File: src/rtl/instr_fetch_unit.sv
// Fetch stage: owns the PC, issues word fetches under a credit limit,
// and buffers responses in an in-order queue that feeds decode.
module instr_fetch_unit #(
    parameter logic [31:0] RESET_PC   = 32'h0000_0000,
    parameter int          FIFO_DEPTH = 4
) (
    input  logic        clk,
    input  logic        reset,
    output logic        imem_req,
    output logic [31:0] imem_addr,
    input  logic        imem_gnt,
    input  logic        imem_rvalid,
    input  logic [31:0] imem_rdata,
    input  logic        redirect_valid,
    input  logic [31:0] redirect_pc,
    output logic        instr_valid,
    input  logic        instr_ready,
    output logic [31:0] instr,
    output logic [31:0] instr_pc,
    output logic [6:0]  opcode
);

    localparam int PW = (FIFO_DEPTH > 1) ? $clog2(FIFO_DEPTH) : 1;
    localparam int CW = $clog2(FIFO_DEPTH + 1);
    localparam logic [PW-1:0] LAST   = PW'(FIFO_DEPTH - 1);
    localparam logic [CW:0]   CREDIT = (CW+1)'(FIFO_DEPTH);
    localparam logic [31:0]   NOP    = 32'h0000_0013;

    typedef enum logic {RUN, FLUSH} state_e;

    state_e        state_q;
    logic [31:0]   pc_q, pc_d;
    logic [31:0]   rsp_pc_q, rsp_pc_d;
    logic [CW-1:0] outstanding_q, outstanding_d;
    logic [CW-1:0] discard_q, discard_d;
    logic [CW-1:0] count_q, count_d;
    logic [PW-1:0] rd_ptr_q, rd_ptr_d;
    logic [PW-1:0] wr_ptr_q, wr_ptr_d;
    logic [31:0]   word_q [FIFO_DEPTH];
    logic [31:0]   wpc_q  [FIFO_DEPTH];

    logic        fire, rsp, push, pop;
    logic [31:0] redir_pc;
    logic        unused_bits;

    assign unused_bits = ^redirect_pc[1:0];
    assign redir_pc    = {redirect_pc[31:2], 2'b00};

    assign imem_req = !reset && !redirect_valid
                    && (({1'b0, outstanding_q} + {1'b0, count_q}) < CREDIT);
    assign imem_addr = pc_q;

    assign instr_valid = (count_q != '0) && !redirect_valid;
    assign instr       = instr_valid ? word_q[rd_ptr_q] : NOP;
    assign instr_pc    = (count_q != '0) ? wpc_q[rd_ptr_q] : rsp_pc_q;
    assign opcode      = instr[6:0];

    always_comb begin
        fire = imem_req && imem_gnt;
        rsp  = imem_rvalid && (outstanding_q != '0);
        pop  = instr_valid && instr_ready;
        push = rsp && (state_q == RUN) && !redirect_valid;

        outstanding_d = outstanding_q + CW'(fire) - CW'(rsp);
        pc_d          = fire ? pc_q + 32'd4 : pc_q;
        rsp_pc_d      = push ? rsp_pc_q + 32'd4 : rsp_pc_q;
        discard_d     = discard_q;
        count_d       = count_q + CW'(push) - CW'(pop);
        rd_ptr_d      = rd_ptr_q;
        wr_ptr_d      = wr_ptr_q;

        if (pop)
            rd_ptr_d = (rd_ptr_q == LAST) ? '0 : rd_ptr_q + PW'(1);
        if (push)
            wr_ptr_d = (wr_ptr_q == LAST) ? '0 : wr_ptr_q + PW'(1);

        if (redirect_valid) begin
            // every response still owed predates the redirect: all stale
            discard_d = outstanding_q - CW'(rsp);
            pc_d      = redir_pc;
            rsp_pc_d  = redir_pc;
            count_d   = '0;
            rd_ptr_d  = '0;
            wr_ptr_d  = '0;
        end else if (rsp && (state_q == FLUSH)) begin
            discard_d = discard_q - CW'(1);
        end
    end

    always_ff @(posedge clk or posedge reset) begin
        if (reset) begin
            state_q       <= RUN;
            pc_q          <= RESET_PC;
            rsp_pc_q      <= RESET_PC;
            outstanding_q <= '0;
            discard_q     <= '0;
            count_q       <= '0;
            rd_ptr_q      <= '0;
            wr_ptr_q      <= '0;
        end else begin
            state_q       <= (discard_d != '0) ? FLUSH : RUN;
            pc_q          <= pc_d;
            rsp_pc_q      <= rsp_pc_d;
            outstanding_q <= outstanding_d;
            discard_q     <= discard_d;
            count_q       <= count_d;
            rd_ptr_q      <= rd_ptr_d;
            wr_ptr_q      <= wr_ptr_d;
        end
    end

    always_ff @(posedge clk) begin
        if (push) begin
            word_q[wr_ptr_q] <= imem_rdata;
            wpc_q[wr_ptr_q]  <= rsp_pc_q;
        end
    end

endmodule

File: config.mk
export PLATFORM = sky130hd
export DESIGN_NAME = instr_fetch_unit
export DESIGN_NICKNAME = d
export VERILOG_FILES = /design/src/rtl/instr_fetch_unit.sv
export SDC_FILE = /design/constraint.sdc
export NUM_CORES = 1
export LEC_CHECK = 0
export CAP_MARGIN = 10
export CORE_MARGIN = 2
export CORE_UTILIZATION = 40
export CTS_BUF_LIST = sky130_fd_sc_hd__clkbuf_4
export DETAILED_ROUTE_END_ITERATION = 6
export HOLD_SLACK_MARGIN = 0.03
export SLEW_MARGIN = 20
export SYNTH_ARGS = -nofsm -noshare
export SYNTH_HDL_FRONTEND = slang
export SYNTH_SLANG_ARGS = --single-unit
File: constraint.sdc
create_clock -name clk -period 4.2 [get_ports clk]
set_clock_uncertainty 0.15 [all_clocks]
set_input_delay 0.84 -clock clk [delete_from_list [all_inputs] [get_ports clk]]
set_output_delay 0.84 -clock clk [all_outputs]
set_load 0.02 [all_outputs]
; After elaboration in Yosys (flattened, before gate mapping)
; Memory sizes are Yosys's and may differ from the RTL's.
; Index checks and enable logic that the tools add are counted.
[classes]
n_mux = 18
order_cmp = 1
n_addsub = 11
n_bitwise = 1
n_reduce_logical = 17
eq_ne = 2
[op_table]
columns = op, count
row1 = 32-bit two-way mux, 6
row2 = "32-bit by 3-bit adder with 32-bit output, second input constant", 2
row3 = 2-bit two-way mux, 6
row4 = 1-bit logical AND, 9
row5 = 3-bit two-way mux, 3
row6 = 3-bit nonzero test, 3
row7 = 3-bit by 1-bit subtractor with 3-bit output, 3
row8 = 3-bit by 1-bit adder with 3-bit output, 2
row9 = 2-bit nonzero test, 3
row10 = "2-bit by 1-bit adder with 2-bit output, second input constant", 2
row11 = 3-bit by 3-bit adder with 4-bit output, 1
row12 = "2-bit equality test, second input constant", 2
row13 = "4-bit by 3-bit < comparator with 1-bit output, second input constant", 1
row14 = 1-bit two-way mux, 3
row15 = "3-bit by 1-bit subtractor with 3-bit output, second input constant", 1
row16 = 1-bit zero test, 2
row17 = 1-bit NOT, 1
[word_totals]
register_bits = 78
mem_count = 2
output_inout_bits = 105
input_bits = 70
ram_bits = 256
[mem_list]
columns = name, depth, width, read_ports, rd_clocked_by_memory_dff, wr, line_no
row1 = word_q, 4, 32, 1, 0, 1, 39  ; logic [31:0] word_q [FIFO_DEPTH];
row2 = wpc_q, 4, 32, 1, 0, 1, 40  ; logic [31:0] wpc_q [FIFO_DEPTH];

; Depth between registers and ports, before layout
; Gate-level depths: netlist of the first run.
[logic_depth]
ltp_word = 7
ltp_mapped = 12
mapped_depth_nobuf = 10

; Worst setup path before layout of the first run
; Ideal clock, no wire load.
[synth_path]
kind = input-to-reg
from = input redirect_valid
to = memory word_q[0][0], enable pin
arrival_ns = 3.011
cell_stages = 4
setup_ns = 0.426
slack_ns = 0.612
n_path_buf = 2
path_cell_list = clkbuf_1 > clkbuf_1 > nor3_1 > and2_1
[synth_between]
elab_chain_cells = 4
[synth_lines]
columns = item, line_no
row1 = start: declaration, 14  ; input logic redirect_valid,
row2 = 1-bit zero test, 62  ; push = rsp && (state_q == RUN) && !redirect_valid;
row3 = 1-bit logical AND, 62
row4 = 1-bit two-way mux, 113  ; if (push) begin
row5 = 1-bit two-way mux (not written as such), 114  ; word_q[wr_ptr_q] <= imem_rdata;
row6 = end: declaration, 39
; Every way passes these cells.

; Final worst setup path of the first run
[layout_path]
from = register rd_ptr_q[0]
to = output instr[24]
[layout_between]
elab_chain_cells = 2
[layout_lines]
columns = item, line_no
row1 = start: declaration, 37  ; logic [PW-1:0] rd_ptr_q, rd_ptr_d;
row2 = start signal: assignment, 107  ; rd_ptr_q <= rd_ptr_d;
row3 = memory read 4 x 32 bit, n/a
row4 = 32-bit two-way mux, 54  ; assign instr = instr_valid ? word_q[rd_ptr_q] : NOP;
row5 = end: declaration, 18  ; output logic [31:0] instr,
; Every way passes these cells.

==> impl_metrics.json, run 1 <==
{
  "synth_flop_cell": "edfxtp_1",
  "drt_wl_total_um": 32000,
  "via_per_inst": 5.18,
  "port_buffers": 168,
  "critPathArrivalTime_ps": 2960,
  "synth-edff-count": 248,
  "tightest_slew_ps": 922,
  "antenna_left": 0,
  "ir_worst_vdd_uv": 284,
  "relSlewSlack_pct": 38.1,
  "crit_type": "register to output port",
  "clk_latency_ps": 700,
  "setup_tns_ps": 0,
  "async_reset_ff_share_pct": 23.0,
  "initial_core_util_pct": 40.9,
  "cts_hold_buf": 0,
  "die_height_um": 190,
  "io_pins": 175,
  "coreArea_um2": 33700,
  "hpwl_um": 20400,
  "drive_gt1_share_pct": 23.2,
  "n_fill_cell": 2912,
  "grt_antenna_before_repair": 1,
  "status": "complete, no violations",
  "multi_input_area_um2": 4170,
  "nNetsFinal": 1192,
  "ctsLongestPathBuffers": 3,
  "cts_resized": 0,
  "cts-root-buf": "clkbuf_4",
  "seq_area_frac_synth_pct": 67.5,
  "row_count": 67,
  "p_leak_nw": 5.94,
  "routedWlPerCell_um": 19.7,
  "gr-total-overflow": 0,
  "syn-cell-area_um2": 13800,
  "drv_slew": 0,
  "synth_cells": 868,
  "cts_tree": "yes",
  "min_period_ps": 3950,
  "hp-class": "register to register",
  "cts_sinks": 322,
  "cp-start-kind": "register",
  "area.growth.synth_to_final_pct": 24.9,
  "place_inst": 1463,
  "yosys_register_bits": 322,
  "setup_viol": 0,
  "cts_buffers": 87,
  "grt_pass1_wl_um": 50100,
  "seq_area_um2": 9300,
  "crit_required_ps": 3210,
  "post-route-period-util_pct": 94.1,
  "cp_max_fo": 16,
  "max_clock_freq_mhz": 253,
  "vias": 8410,
  "dieArea_um2": 36000,
  "dr.pass1.iters": 5,
  "instances_no_fill": 1623,
  "hold_violations": 0,
  "drt_iter0_drc": 534,
  "syn_area_per_cell_um2": 15.9,
  "drc": 0,
  "rsz0062_at_grt": "no",
  "grt_pass1_vias": 8888,
  "maxCapViolCount": 0,
  "grt_max_degree": 54,
  "power.density_nw_per_um2": 541,
  "clk_pin_slew_ps": 60,
  "ys_warn_count": 0,
  "htreeDepth": 3,
  "fp.dieW_um": 190,
  "gp_congestion": 0.826,
  "end_kind": "output port",
  "post_cts_buffers": 0,
  "ys_types": 46,
  "track_usage_pct": 18.2
}
[cells in the mapped netlist, types with 22 or more instances]
cell type    n  area share (%)
inv_1       26            0.71
dfrtp_1     74              13
mux4_2      62              10
nand3_1     37             1.3
edfxtp_1   248              54
xor2_1      25             1.6
nand2_1     48             1.3
and2_1      37             1.7
mux2_2      36             2.9
o21ai_0     36             1.3
nand4_1     25             1.1
nor2_1      22            0.60
clkbuf_1    31            0.84
[layout by cell type, fill, tap and decap left out, types with 10 or more instances in the layout]
cell type / n
edfxtp_1: 248
clkdlybuf4s50_1: 167
clkbuf_4: 120
dfrtp_1: 72
mux4_2: 62
nand2_1: 48
nand3_1: 37
o21ai_0: 36
mux2_2: 36
and2_1: 33
clkinv_1: 28
inv_1: 25
xor2_1: 25
nand4_1: 25
nor2_1: 21
buf_4: 18
xnor2_1: 16
ha_1: 16
nor3_1: 13
o211ai_1: 13
a21oi_1: 13
or3_1: 10
[power by group]
part | switching, W | internal (W)
sequential | 0.000235 | 0.00363
clock | 0.00130 | 0.00140
combinational | 0.00136 | 0.00139
[cell type report]
type	instances	area share (%)
diodes	1	0.0145
clock buffers	120	5.23
clock inverters	39	1.11
inverters	26	0.567
multi-input cells	471	24.2
flip-flops and latches	322	54.0
well taps	448	3.26
repair buffers	196	11.5
[final timing paths]
path	startpoint	to	slack (ps)	cells after the start
max	rd_ptr_q[0]	instr[24]	250	5
min	rsp_pc_q[31]	wpc_q[2][31]	400	0
min in group asynchronous	reset	rsp_pc_q[18]	510	2
min reg2reg	rsp_pc_q[31]	wpc_q[2][31]	400	0
max reg2reg	count_q[1]	count_q[2]	1350	11
max in group asynchronous	reset	rd_ptr_q[0]	2650	3
[cell families (layout without fill, tap and decap cells)]
logic type / Yosys count / count (layout) / share of synthesized area (%)
multiplexers: 100 / 100 / 13.2
other: 1 / 5 / 0.0272
XOR/XNOR: 41 / 41 / 2.60
AND/OR/NAND/NOR: 222 / 222 / 8.60
AO/OA/AOI/OAI: 86 / 86 / 3.87
flip-flops: 322 / 322 / 67.5
adder cells (fa/ha/maj): 18 / 18 / 1.74
buffers and inverters: 78 / 381 / 2.49
[metrics by stage]
step | hold WS [ps] | setup WS (ps) | utilization (%) | total power, W | area (µm²)
finish | 404 | 249 | 51.1 | 0.00931 | 17200
CTS | 407 | 31.3 | 51.0 | 0.00945 | 17200
global placement | 397 | 734 | 47.8 | 0.00669 | 16100
global route | 423 | 44.6 | 51.1 | 0.00982 | 17200
detailed placement | 412 | 742 | 47.8 | 0.00671 | 16100
floorplan | 341 | 612 | - | 0.00555 | 13800
[layer usage]
| layer | up-vias | global-route usage [%] | routed length, µm |
|---|---|---|---|
| li1 | 3890 | - | - |
| met1 | 4210 | 24.4 | 14300 |
| met4 | 0 | 7.19 | 794 |
| met2 | 253 | 28.8 | 15200 |
| met5 | - | 0 | 0 |
| met3 | 57 | 4.30 | 1720 |
[registers in the layout (all words and copies together), names as in the netlist]
register and flops:
discard_q 3, word_q 128, count_q 3, rsp_pc_q 30
imem_addr 30, state_q 1, wpc_q 120, outstanding_q 3
wr_ptr_q 2, rd_ptr_q 2
[worst max-delay path, stage by stage (launching register included)]
cell and delay, ps:
dfrtp_4 560, buf_6 270, buf_4 230, mux4_2 520
and2_1 170, clkdlybuf4s50_1 530
Power figures use the tool's default switching activity.
==> run 2: changes to the inputs <==
--- a/config.mk
+++ b/config.mk
@@ -5,13 +5,14 @@
 export SDC_FILE = /design/constraint.sdc
 export NUM_CORES = 1
 export LEC_CHECK = 0
+export ABC_CLOCK_PERIOD_IN_PS = 4200
 export CAP_MARGIN = 10
 export CORE_MARGIN = 2
 export CORE_UTILIZATION = 40
 export CTS_BUF_LIST = sky130_fd_sc_hd__clkbuf_4
 export DETAILED_ROUTE_END_ITERATION = 6
 export HOLD_SLACK_MARGIN = 0.03
-export SLEW_MARGIN = 20
+export RECOVER_POWER = 25
 export SYNTH_ARGS = -nofsm -noshare
 export SYNTH_HDL_FRONTEND = slang
 export SYNTH_SLANG_ARGS = --single-unit
==> run 2 against run 1 <==
  * Critical path depth stayed put
  * Sequential share of layout area stayed put
  * Clock power hardly changed
  * Non-clock buffer count stayed put
  * Utilization is the same
  * Register-to-register slack about the same
  * Routed wire length barely moved
  * Final area unchanged
  * Sequential power about the same
  * Critical path type unchanged
  * Largest cell class unchanged
==> impl_metrics.json, run 2 (synthesis results as in run 1) <==
{
  "grt_pass1_wl_um": 50100,
  "grt_antenna_before_repair": 1,
  "htreeDepth": 3,
  "grt_busiest_layer": "met2",
  "area.growth.synth_to_final_pct": 24.9,
  "final_area_um2": 17200,
  "track_usage_pct": 18.2,
  "grtUsageMet3_pct": 4.30,
  "place_inst": 1463,
  "die_height_um": 190,
  "worst_slack_ps": 250,
  "post_cts_buffers": 0,
  "drt_wl_total_um": 32000,
  "cts_tree": "yes",
  "hpwl_um": 20400,
  "cp-start-kind": "register",
  "cp_max_fo": 16,
  "row_count": 67,
  "rsz0062_at_grt": "no",
  "status": "complete, no violations",
  "cts_hold_buf": 0,
  "final_common_cell": "edfxtp_1",
  "crit_required_ps": 3210,
  "antenna_left": 0,
  "port_buffers": 168,
  "pre_cts_ws_ps": 742,
  "relSlewSlack_pct": 38.1,
  "cts_sinks": 322,
  "setup_viol": 0,
  "drt_iter0_drc": 531,
  "dpl_cell_area_um2": 16100,
  "n_fill_cell": 2912,
  "fin_util_pct": 51.1,
  "critPathArrivalTime_ps": 2960,
  "cts_buffers": 87,
  "dr.pass1.iters": 5,
  "hp-class": "register to register",
  "regMostFlops": "word_q",
  "multi_input_area_um2": 4170,
  "maxCapViolCount": 0,
  "setup_tns_ps": 0,
  "reg_top3": "word_q: 128 flops, wpc_q: 120 flops",
  "gr-total-overflow": 0,
  "nNetsFinal": 1192,
  "largest_register_ffs": 128,
  "power.density_nw_per_um2": 540,
  "gp_congestion": 0.826,
  "coreArea_um2": 33700,
  "dieArea_um2": 36000,
  "grt_max_degree": 54,
  "mostFrequentLayoutCells": "edfxtp_1, clkdlybuf4s50_1, clkbuf_4, dfrtp_1, mux4_2",
  "ctsLongestPathBuffers": 3,
  "instances_no_fill": 1623,
  "min_period_ps": 3950,
  "cts_resized": 0,
  "use_met1_pct": 24.4,
  "max_clock_freq_mhz": 253,
  "vias": 8409,
  "seq_area_um2": 9300,
  "fp.dieW_um": 190,
  "use_met2_pct": 28.8,
  "crit_type": "register to output port",
  "ir_worst_vdd_uv": 284,
  "drv_slew": 0,
  "routedWlPerCell_um": 19.7,
  "cts-root-buf": "clkbuf_4",
  "io_pins": 175,
  "clk_pin_slew_ps": 60,
  "grt_pass1_vias": 8888,
  "initial_core_util_pct": 40.9,
  "drc": 0,
  "tightest_slew_ps": 922,
  "post-route-period-util_pct": 94.0,
  "drive_gt1_share_pct": 23.2,
  "p_leak_nw": 5.95,
  "clk_latency_ps": 700,
  "end_kind": "output port",
  "hold_violations": 0,
  "via_per_inst": 5.18
}
==> run 2: changes by cell type in the layout (fill, tap and decap cells not counted) <==
cell | previous run | this run
clkdlybuf4s50_1 | 167 | 140
dlygate4sd3_1 | 0 | 27
==> run 2: critical path: stages, from the launching register on <==
cell	delay (ps)
dfrtp_4	560
buf_6	270
buf_4	230
mux4_2	520
and2_1	170
clkdlybuf4s50_1	530
==> run 2: layout make-up <==
type / count / share of cell area, %
flip-flops and latches: 322 / 54.0
multi-input cells: 471 / 24.2
repair buffers: 196 / 11.5
clock buffers: 120 / 5.23
well taps: 448 / 3.26
clock inverters: 39 / 1.11
inverters: 26 / 0.567
diodes: 1 / 0.0145
==> run 2: path summary, 6_finish.rpt <==
path | slack [ps] | endpoint | startpoint | cells after the start
min in group asynchronous | 510 | rsp_pc_q[18] | reset | 2
hold reg to reg | 400 | wpc_q[2][31] | rsp_pc_q[31] | 0
setup / recovery | 250 | instr[24] | rd_ptr_q[0] | 5
max in group asynchronous | 2650 | rd_ptr_q[0] | reset | 3
hold / removal | 400 | wpc_q[2][31] | rsp_pc_q[31] | 0
setup reg to reg | 1360 | count_q[2] | count_q[1] | 11
==> run 2: metrics by stage <==
stage | power [W] | hold WS, ps
2_1_floorplan | 0.00555 | 341
3_3_place_gp | 0.00669 | 397
3_5_place_dp | 0.00671 | 412
4_1_cts | 0.00945 | 407
5_1_grt | 0.00982 | 423
6_report | 0.00930 | 403
==> run 2: power breakdown <==
part / leakage [nW] / switching (W) / internal [W]
combinational: 2.19 / 0.00136 / 0.00138
sequential: 3.12 / 0.000235 / 0.00363
clock: 0.638 / 0.00130 / 0.00140
total: 5.95 / 0.00289 / 0.00641
==> run 2: per-layer routing <==
metal,part of all wire [%],up-vias
li1,-,3890
met1,45,4203
met2,47,259
met3,5.4,57
met4,2.5,0
met5,0,-
